==> config.mk <==
export PLATFORM = sky130hd
export DESIGN_NAME = pipe_stage
export DESIGN_NICKNAME = d
export VERILOG_FILES = /design/src/rtl/pipe_stage_pkg.sv /design/src/rtl/pipe_stage_dffe_n.sv /design/src/rtl/pipe_stage.sv
export SDC_FILE = /design/constraint.sdc
export NUM_CORES = 1
export LEC_CHECK = 0
export BUFFER_PORTS_ARGS = -buffer_cell sky130_fd_sc_hd__buf_2
export CAP_MARGIN = 20
export CELL_PAD_IN_SITES_DETAIL_PLACEMENT = 0
export CELL_PAD_IN_SITES_GLOBAL_PLACEMENT = 1
export CORE_MARGIN = 5
export CORE_UTILIZATION = 25
export CTS_CLUSTER_DIAMETER = 30
export DETAILED_ROUTE_END_ITERATION = 10
export PLACE_DENSITY_LB_ADDON = 0.1
export SETUP_SLACK_MARGIN = 0.15
export SLEW_MARGIN = 25
export SYNTH_ARGS = -nofsm -noshare
export SYNTH_HDL_FRONTEND = slang
export SYNTH_SLANG_ARGS = --single-unit
==> constraint.sdc <==
create_clock -name clk -period 2.99 [get_ports clk]
set_input_delay 0.299 -clock clk [delete_from_list [all_inputs] [get_ports clk]]
set_output_delay 0.299 -clock clk [all_outputs]
set_load 0.05 [all_outputs]
==> src/rtl/pipe_stage_pkg.sv <==
// rtl/pipe_stage_pkg.sv - shared constants and state encoding for pipeline stage registers
package pipe_stage_pkg;

    localparam logic [31:0] INST_NOP = 32'h00000013;

    typedef enum logic [1:0] {
        PS_EMPTY = 2'd0,
        PS_HALF  = 2'd1,
        PS_FULL  = 2'd2
    } ps_state_e;

endpackage

==> src/rtl/pipe_stage_dffe_n.sv <==
// rtl/pipe_stage_dffe_n.sv - enabled register with asynchronous active-low reset
module pipe_stage_dffe_n #(
    parameter int                 WIDTH       = 32,
    parameter logic [WIDTH-1:0]   RESET_VALUE = '0
) (
    input  logic             clk,
    input  logic             rst_n,
    input  logic             en,
    input  logic [WIDTH-1:0] d,
    output logic [WIDTH-1:0] q
);

    always_ff @(posedge clk or negedge rst_n) begin
        if (!rst_n) begin
            q <= RESET_VALUE;
        end else if (en) begin
            q <= d;
        end
    end

endmodule

==> src/rtl/pipe_stage.sv <==
// rtl/pipe_stage.sv - valid/ready pipeline register with flush, bubble output and optional skid entry
module pipe_stage
    import pipe_stage_pkg::*;
#(
    parameter int          WIDTH  = 32,
    parameter int          SKID   = 1,
    parameter logic [31:0] BUBBLE = INST_NOP
) (
    input  logic             clk,
    input  logic             rst,
    input  logic             flush,
    input  logic             in_valid,
    output logic             in_ready,
    input  logic [WIDTH-1:0] in_data,
    output logic             out_valid,
    input  logic             out_ready,
    output logic [WIDTH-1:0] out_data,
    output logic [1:0]       occupancy
);

    localparam logic [WIDTH-1:0] BUBBLE_W = WIDTH'(BUBBLE);

    ps_state_e        w_state;
    ps_state_e        w_state_nxt;
    logic [1:0]       w_state_q;
    logic             w_push;
    logic             w_pop;
    logic             w_m_en;
    logic             w_s_en;
    logic [WIDTH-1:0] w_m_d;
    logic [WIDTH-1:0] w_m_q;
    logic [WIDTH-1:0] w_s_q;
    logic             w_rdy_d;
    logic             w_rdy_q;

    assign w_state   = ps_state_e'(w_state_q);
    assign w_push    = in_valid & in_ready;
    assign w_pop     = out_valid & out_ready;
    assign out_valid = (w_state != PS_EMPTY);
    assign out_data  = out_valid ? w_m_q : BUBBLE_W;
    assign occupancy = w_state_q;

    // With SKID=1 this register is in_ready itself; with SKID=0 it only masks in_ready low until the first edge after reset.
    assign w_rdy_d  = (SKID != 0) ? (w_state_nxt != PS_FULL) : 1'b1;
    assign in_ready = (SKID != 0) ? w_rdy_q : (w_rdy_q & ((w_state == PS_EMPTY) | out_ready));

    always_comb begin
        w_state_nxt = w_state;
        w_m_en      = 1'b0;
        w_m_d       = in_data;
        w_s_en      = 1'b0;
        case (w_state)
            PS_EMPTY: begin
                if (w_push) begin
                    w_state_nxt = PS_HALF;
                    w_m_en      = 1'b1;
                end
            end
            PS_HALF: begin
                if (w_push && w_pop) begin
                    w_m_en = 1'b1;
                end else if (w_push && (SKID != 0)) begin
                    w_state_nxt = PS_FULL;
                    w_s_en      = 1'b1;
                end else if (w_pop) begin
                    w_state_nxt = PS_EMPTY;
                end
            end
            PS_FULL: begin
                if (w_pop) begin
                    w_state_nxt = PS_HALF;
                    w_m_en      = 1'b1;
                    w_m_d       = w_s_q;
                end
            end
            default: w_state_nxt = PS_EMPTY;
        endcase
        if (flush) begin
            w_state_nxt = PS_EMPTY;
            w_m_en      = 1'b0;
            w_s_en      = 1'b0;
        end
    end

    pipe_stage_dffe_n #(.WIDTH(2), .RESET_VALUE(PS_EMPTY)) u_state (
        .clk(clk), .rst_n(rst), .en(1'b1), .d(w_state_nxt), .q(w_state_q)
    );

    pipe_stage_dffe_n #(.WIDTH(1), .RESET_VALUE(1'b0)) u_rdy (
        .clk(clk), .rst_n(rst), .en(1'b1), .d(w_rdy_d), .q(w_rdy_q)
    );

    pipe_stage_dffe_n #(.WIDTH(WIDTH), .RESET_VALUE(BUBBLE_W)) u_main (
        .clk(clk), .rst_n(rst), .en(w_m_en), .d(w_m_d), .q(w_m_q)
    );

    generate
        if (SKID != 0) begin : g_skid
            pipe_stage_dffe_n #(.WIDTH(WIDTH), .RESET_VALUE(BUBBLE_W)) u_skid (
                .clk(clk), .rst_n(rst), .en(w_s_en), .d(in_data), .q(w_s_q)
            );
        end else begin : g_noskid
            assign w_s_q = BUBBLE_W;
        end
    endgenerate

endmodule
==> results by group, run 1 <==
Run status
  – Status: completed

Floorplan
  – Die area: 14,500 um2
  – Die X: 120 um
  – Core area: 12,000 um2
  – Starting Density: 25.4%
  – # rows: 40
  – I/O Pins: 73
  – Chip Height: 120 um

Detailed routing
  – Drt total wl: 7790 um
  – DRC violations left: 0
  – Iteration-0 DRC Markers: 107
  – Remaining antenna violation count: 0
  – Wire length per cell: 15.0 um
  – First-pass DRT Iterations: 4
  – Vias post-DR: 2,243
  – Via density: 4.32

Worst setup path
  – CP required: 2.69 ns
  – Delay-heaviest family, CP: buffers and inverters
  – Setup Crit Path Kind: flop to output port
  – Arr. time, crit path: 1.81 ns
  – Crit start category: flop
  – Cell Chain, Critical Path: nor2_4 -> buf_4 -> nor2b_1 -> buf_2
  – Critical path buffer and inverter count: 2
  – Endpoint type of the worst setup path: output port
  – CP max stage delay: 0.48 ns
  – Slowest cell on the critical path: dfrtp_1
  – Crit Path Max Fanout: 19

Layout
  – Design Area, Final: 3800 um2
  – Share of layout cells above drive strength 1: 27.7%
  – Reg area: 1680 um2
  – Most common cell after layout, fill and taps aside: buf_2
  – Nets: 404
  – Most frequent cells in the layout: buf_2 (71), nand2_1 (65), dfrtp_1 (61)
  – Combined area of the multi-input logic cells: 1260 um2
  – Layout fillers: 1,279
  – Antenna cells: 0
  – Layout area overhead: 25.0%

Place
  – Area post-placement: 3540 um2
  – Final HPWL DP: 4820 um
  – Gpl congestion: 0.656
  – IO buf count: 72

STA
  – Max_slew headroom: 40.6%
  – Slew @ Worst Pin: 0.891 ns
  – Pins Over Slew Limit: 0
  – Tcrit/Tclk final: 70.6%
  – Setup TNS: 0 ns
  – Final hold viol count: 0
  – FMAX: 474 MHz
  – Clock skew: 0.00351 ns
  – Final setup fails: 0
  – Final critical-path required period: 2.11 ns
  – Unrepaired setup endpoints after global routing: false

Clock network
  – Clock net sink count: 67
  – Root Driver: clkbuf_16
  – TritonCTS clock tree: built
  – Bufs on Longest Clock Path: 2
  – Hold_buf cts: 0
  – Post-CTS Setup Bufs: 0
  – Worst-path clk slew: 0.05 ns
  – H-tree Lvls: 3
  – CTS Buf Count: 9
  – Cts repair resizes: 0
  – Clk_lat worst skew: 0.32 ns

Logic synthesis
  – Top cells by area, synth: dfrtp_1 (50%), mux2_1 (11%), nand2_1 (8.0%)
  – Average size of a mapped cell: 10.2 um2
  – Synth cell types: 24
  – #FFs+latches synth: 67
  – Syn. warnings: 0
  – Synthesized area: 3040 um2
  – Area share of the largest cell type after synthesis: 50.2%
  – Yosys top cell by area: dfrtp_1
  – Post-Synthesis Cells: 297
  – Syn nets: 334
  – Share of the yosys chip area belonging to registers: 55.3%

Power and ir drop
  – Clock share of power: 33.7%
  – PD cells: 742 nW/um2
  – Sw Ratio: 30.8%
  – Sw Pwr: 868 uW
  – Sequential fraction of design power: 44.2%
  – Comb pwr share: 22.1%
  – Internal power: 1.95 mW
  – Static Leakage: 1.74 nW
  – Max VDD drop: 0.428 mV

GRT
  – Largest net degree at the start of global routing: 68
  – Total GRT Usage: 11.5%
  – Total grt overflow: 0
  – First-pass GRT wire length: 12,700 um
  – Vias in the first global route: 2,283
  – Initial antenna violation count: 0

Worst hold path
  – Worst Hold Class: input pin to async pin

Job
  – Max-Cap Viols: 0
-- sequential cells by signal, indices dropped and copies added (netlist names) --
| register | flops |
|---|---|
| u_state.q | 2 |
| g_skid.u_skid.q | 32 |
| u_rdy.q | 1 |
| u_main.q | 32 |
-- worst paths after layout --
path	cells past startpoint	end	slack (ns)	start
min in group clk	2	g_skid.u_skid.q[2]$_DFFE_PN0P_	0.20	in_data[2]
max	4	out_data[22]	0.88	u_state.q[0]$_DFF_PN0_
min reg2reg	2	u_main.q[4]$_DFFE_PN1P_	0.49	g_skid.u_skid.q[4]$_DFFE_PN1P_
max in group asynchronous	1	g_skid.u_skid.q[13]$_DFFE_PN0P_	2.30	rst
max reg2reg	5	u_main.q[26]$_DFFE_PN0P_	1.13	u_state.q[0]$_DFF_PN0_
min	1	u_rdy.q$_DFF_PN0_	0.07	rst
-- Yosys cell counts --
cell        n
dfstp_2     6
nor3_1      1
buf_2      10
nand2b_1    1
nor2b_1    30
mux2_2      2
and3b_1     1
and2_1      1
o21bai_1    1
nand4b_1    1
nand2_1    65
nand4bb_1   1
nand3b_2    1
a31oi_4     1
a21oi_1     1
mux2_1     30
inv_1       1
nor2_1     36
dfrtp_1    61
a31oi_1    33
buf_6       3
clkbuf_1    6
nand3_1     1
or2_2       3
-- metrics by stage --
step	instances	hold WS (ns)	total power [mW]	util, %	setup slack [ns]
final	519	0.0727	2.82	31.8	0.880
after floorplan	297	0.00341	1.72	-	0.846
after detailed placement	503	0.479	1.91	29.6	1.12
after global placement	503	0.473	1.89	29.6	1.15
after global routing	519	0.183	3.00	31.8	0.688
after CTS	519	0.143	2.88	31.8	0.755
-- power groups by stage --
stage          sequential (mW)  combinational (mW)  clock, mW
6_report                  1.25               0.624      0.951
5_1_grt                   1.28               0.685       1.04
4_1_cts                   1.25               0.640      0.990
3_5_place_dp              1.27               0.640          0
3_3_place_gp              1.26               0.630          0
2_1_floorplan             1.24               0.482          0
-- per-layer routing --
metal | vias up | global-route usage (%) | share of wire, %
li1 | 1136 | - | -
met1 | 1041 | 14.6 | 47
met2 | 59 | 18.3 | 45
met3 | 7 | 4.26 | 6.1
met4 | 0 | 3.82 | 1.2
met5 | - | 0 | 0
-- cells by family after synthesis --
| logic type | Yosys count | share of synthesized area, % |
|---|---|---|
| compound gates | 36 | 7.89 |
| flops | 67 | 55.3 |
| simple gates | 142 | 21.3 |
| mux | 32 | 11.8 |
| buf+inv | 20 | 3.62 |
-- cell type report --
type                       count  area share [%]
sequential                    67            44.3
multi-input combinational    210            33.2
timing repair buffer          78            10.7
clock buffer                  16            6.88
tap                          147            4.84
inverter                       1          0.0987
Note: power is estimated with default switching activity, not from simulation.
==> run 2: changes to the inputs <==
--- a/config.mk
+++ b/config.mk
@@ -5,6 +5,7 @@
 export SDC_FILE = /design/constraint.sdc
 export NUM_CORES = 1
 export LEC_CHECK = 0
+export ABC_AREA = 1
 export BUFFER_PORTS_ARGS = -buffer_cell sky130_fd_sc_hd__buf_2
 export CAP_MARGIN = 20
 export CELL_PAD_IN_SITES_DETAIL_PLACEMENT = 0
==> constraint.sdc (replaced) <==
create_clock -name clk -period 2 [get_ports clk]
set_input_delay 0.2 -clock clk [delete_from_list [all_inputs] [get_ports clk]]
set_output_delay 0.2 -clock clk [all_outputs]
set_load 0.05 [all_outputs]
==> run 2 against run 1 <==
Net effect:
- hold slack gained 0.014 ns
- synthesized cell count up 60%
- die area increased by 19%
- synthesized area up 21%
- utilization fell by 0.58 points
- cell count up 41%
- clock power increased by 67%
- register-to-register slack got worse by 0.69 ns
- highest routed layer unchanged
==> results by group, run 2 <==
Worst setup path
  – Setup Crit Path Kind: flop to output port (unchanged)
  – Crit start category: flop (unchanged)
  – CP required: 1.80 ns (was 2.69 ns)
  – Endpoint type of the worst setup path: output port (unchanged)
  – Arr. time, crit path: 1.58 ns (was 1.81 ns)
  – Crit Path Max Fanout: 23 (was 19)
  – R2R cell count: 7 (was 5)

Layout
  – Most frequent cells in the layout: nand2_1 (164), buf_2 (68), inv_1 (66) (was buf_2 (71), nand2_1 (65), dfrtp_1 (61))
  – Share of layout cells above drive strength 1: 28.8% (was 27.7%)
  – Most common cell after layout, fill and taps aside: nand2_1 (was buf_2)
  – Layout fillers: 1,627 (was 1,279)
  – Nets: 581 (was 404)
  – Layout area overhead: 23.0% (was 25.0%)
  – Regs by FF count: g_skid.u_skid.q x32, u_main.q x32, u_state.q x2 (unchanged)
  – Antenna cells: 0 (unchanged)

Worst hold path
  – Worst Hold Class: input pin to flop (was input pin to async pin)
  – Worst hold stages: 3

GRT
  – Largest net degree at the start of global routing: 41 (was 68)
  – First-pass GRT wire length: 18,000 um (was 12,700 um)
  – Total GRT Usage: 13.2% (was 11.5%)
  – Vias in the first global route: 3,302 (was 2,283)
  – Initial antenna violation count: 0 (unchanged)
  – Total grt overflow: 0 (unchanged)

Clock network
  – CTS Buf Count: 9 (unchanged)
  – Worst-path clk slew: 0.05 ns (about the same)
  – TritonCTS clock tree: built (unchanged)
  – Bufs on Longest Clock Path: 2 (unchanged)
  – H-tree Lvls: 3 (unchanged)
  – Root Driver: clkbuf_16 (unchanged)
  – Clock net sink count: 67 (unchanged)
  – Clk_lat worst skew: 0.34 ns (was 0.32 ns)
  – Post-CTS Setup Bufs: 0 (unchanged)

Detailed routing
  – First-pass DRT Iterations: 7 (was 4)
  – Wire length per cell: 14.7 um (was 15.0 um)
  – Vias post-DR: 3,154 (was 2,243)
  – Via density: 4.30 (was 4.32)
  – Remaining antenna violation count: 0 (unchanged)
  – Iteration-0 DRC Markers: 166 (was 107)
  – DRC violations left: 0 (unchanged)
  – Drt total wl: 10,800 um (was 7790 um)

Logic synthesis
  – Synth cell types: 23 (was 24)
  – Share of the yosys chip area belonging to registers: 45.8% (was 55.3%)
  – Area share of the largest cell type after synthesis: 41.5% (was 50.2%)
  – Most common library cells after synthesis: nand2_1 (164), inv_1 (66), dfrtp_1 (61) (was nand2_1 (65), dfrtp_1 (61), nor2_1 (36), a31oi_1 (33))
  – Post-Synthesis Cells: 474 (was 297)
  – #FFs+latches synth: 67 (unchanged)
  – Synthesized area: 3670 um2 (was 3040 um2)
  – Average size of a mapped cell: 7.75 um2 (was 10.2 um2)
  – Post-synth ARST share: 100% (unchanged)
  – Top cells by area, synth: dfrtp_1 (42%), nand2_1 (17%), o21ai_2 (7.6%) (was dfrtp_1 (50%), mux2_1 (11%), nand2_1 (8.0%))
  – Syn. warnings: 0 (unchanged)
  – Count leader, synth: nand2_1 (unchanged)
  – Yosys top cell by area: dfrtp_1 (unchanged)
  – Most used flip-flop cell after synthesis: dfrtp_1 (unchanged)
  – EDFF count, synth: 0 (unchanged)
  – Syn nets: 511 (was 334)

Floorplan
  – Core area: 14,500 um2 (was 12,000 um2)
  – Starting Density: 25.4% (about the same)
  – I/O Pins: 73 (unchanged)
  – Die area: 17,200 um2 (was 14,500 um2)
  – Die X: 131 um (was 120 um)
  – # rows: 44 (was 40)
  – Chip Height: 131 um (was 120 um)

Power and ir drop
  – PD cells: 1040 nW/um2 (was 742 nW/um2)
  – Static Leakage: 2.52 nW (was 1.74 nW)
  – Total Power: 4.69 mW (was 2.82 mW)
  – Max VDD drop: 0.486 mV (was 0.428 mV)

STA
  – Final critical-path required period: 1.78 ns
  – Unrepaired setup endpoints after global routing: false (unchanged)
  – Max_slew headroom: 65.0% (was 40.6%)
  – Final setup fails: 0 (unchanged)
  – Hold_ws: 0.0862 ns (was 0.0727 ns)
  – Setup TNS: 0 ns (unchanged)
  – Setup ws final: 0.218 ns (was 0.880 ns)
  – Final hold viol count: 0 (unchanged)
  – Pins Over Slew Limit: 0 (unchanged)
  – FMAX: 561 MHz
  – Slew @ Worst Pin: 0.525 ns (was 0.891 ns)
  – Clock skew: 0.00538 ns (was 0.00351 ns)
  – Tcrit/Tclk final: 89.1%

Job
  – Max-Cap Viols: 0 (unchanged)

Place
  – Gpl congestion: 0.737 (was 0.656)
  – IO buf count: 72 (unchanged)
  – Final HPWL DP: 7260 um (was 4820 um)
  – Place WS: 0.319 ns (was 1.12 ns)

Run status
  – Status: completed (unchanged)
==> run 2: cell types whose count changed after synthesis, moves of 5 or more <==
cell     change
a31oi_1     -33
buf_6        +7
inv_1       +65
mux2_1      -30
nand2_1     +99
nand3_1     +31
nand4_1     +32
nor2_1       -5
nor2b_1     -30
o21ai_2     +32
==> run 2: metal layers <==
layer,global-route usage [%],share of wire [%],up-vias
met4,3.81,1.2,0
li1,-,-,1609
met2,20.5,46,55
met1,17.6,49,1481
met5,0,0,-
met3,4.13,4.2,9
==> run 2: report_power, final <==
| group | internal, mW | total (mW) | switching (mW) |
|---|---|---|---|
| logic | 0.393 | 1.20 | 0.810 |
| clock network | 0.996 | 1.59 | 0.598 |
| registers | 1.71 | 1.89 | 0.182 |
==> run 2: worst max-delay path: stages (launching register included) <==
cell     delay (ns)
dfrtp_2        0.51
nor2_4         0.07
buf_6          0.18
or2_2          0.29
buf_4          0.19
==> run 2: timing repair <==
action / in CTS / in global routing
hold endpoints to repair: 25 / 0
hold buffers: 1 / 0
resized for setup: 4 / 1
setup endpoints to repair: 3 / 3
==> run 2: cell type report <==
class                      count  area (um2)  share of cell area (%)
sequential                    67        1690                    37.3
multi-input combinational    306        1510                    33.4
timing repair buffer          91         544                    12.0
inverter                      69         259                    5.73
clock buffer                  13         250                    5.54
tap                          184         230                    5.09
clock inverter                 3        40.0                   0.886
==> run 2: cell families after synthesis <==
group / count (synthesis) / share of synthesized area [%]
buf+inv: 101 / 13.1
simple gates: 270 / 32.5
compound gates: 36 / 8.55
flops: 67 / 45.8
==> run 2: path summary, 6_finish.rpt <==
check / from / endpoint / slack (ns)
min: in_data[0] / g_skid.u_skid.q[0]$_DFFE_PN1P_ / 0.09
min in group asynchronous: rst / u_main.q[5]$_DFFE_PN0P_ / 0.37
min reg2reg: u_main.q[0]$_DFFE_PN1P_ / u_main.q[0]$_DFFE_PN1P_ / 0.46
max: u_state.q[1]$_DFF_PN0_ / out_data[4] / 0.22
max reg2reg: u_state.q[1]$_DFF_PN0_ / u_main.q[4]$_DFFE_PN1P_ / 0.44
max in group asynchronous: rst / g_skid.u_skid.q[14]$_DFFE_PN0P_ / 0.94
==> run 2: per-stage QoR <==
stage | util (%) | area, um2 | cells
after floorplan | - | 3670 | 474
after global placement | 29.1 | 4210 | 716
after detailed placement | 29.1 | 4210 | 716
after CTS | 31.2 | 4520 | 733
after global routing | 31.2 | 4520 | 733
final | 31.2 | 4520 | 733
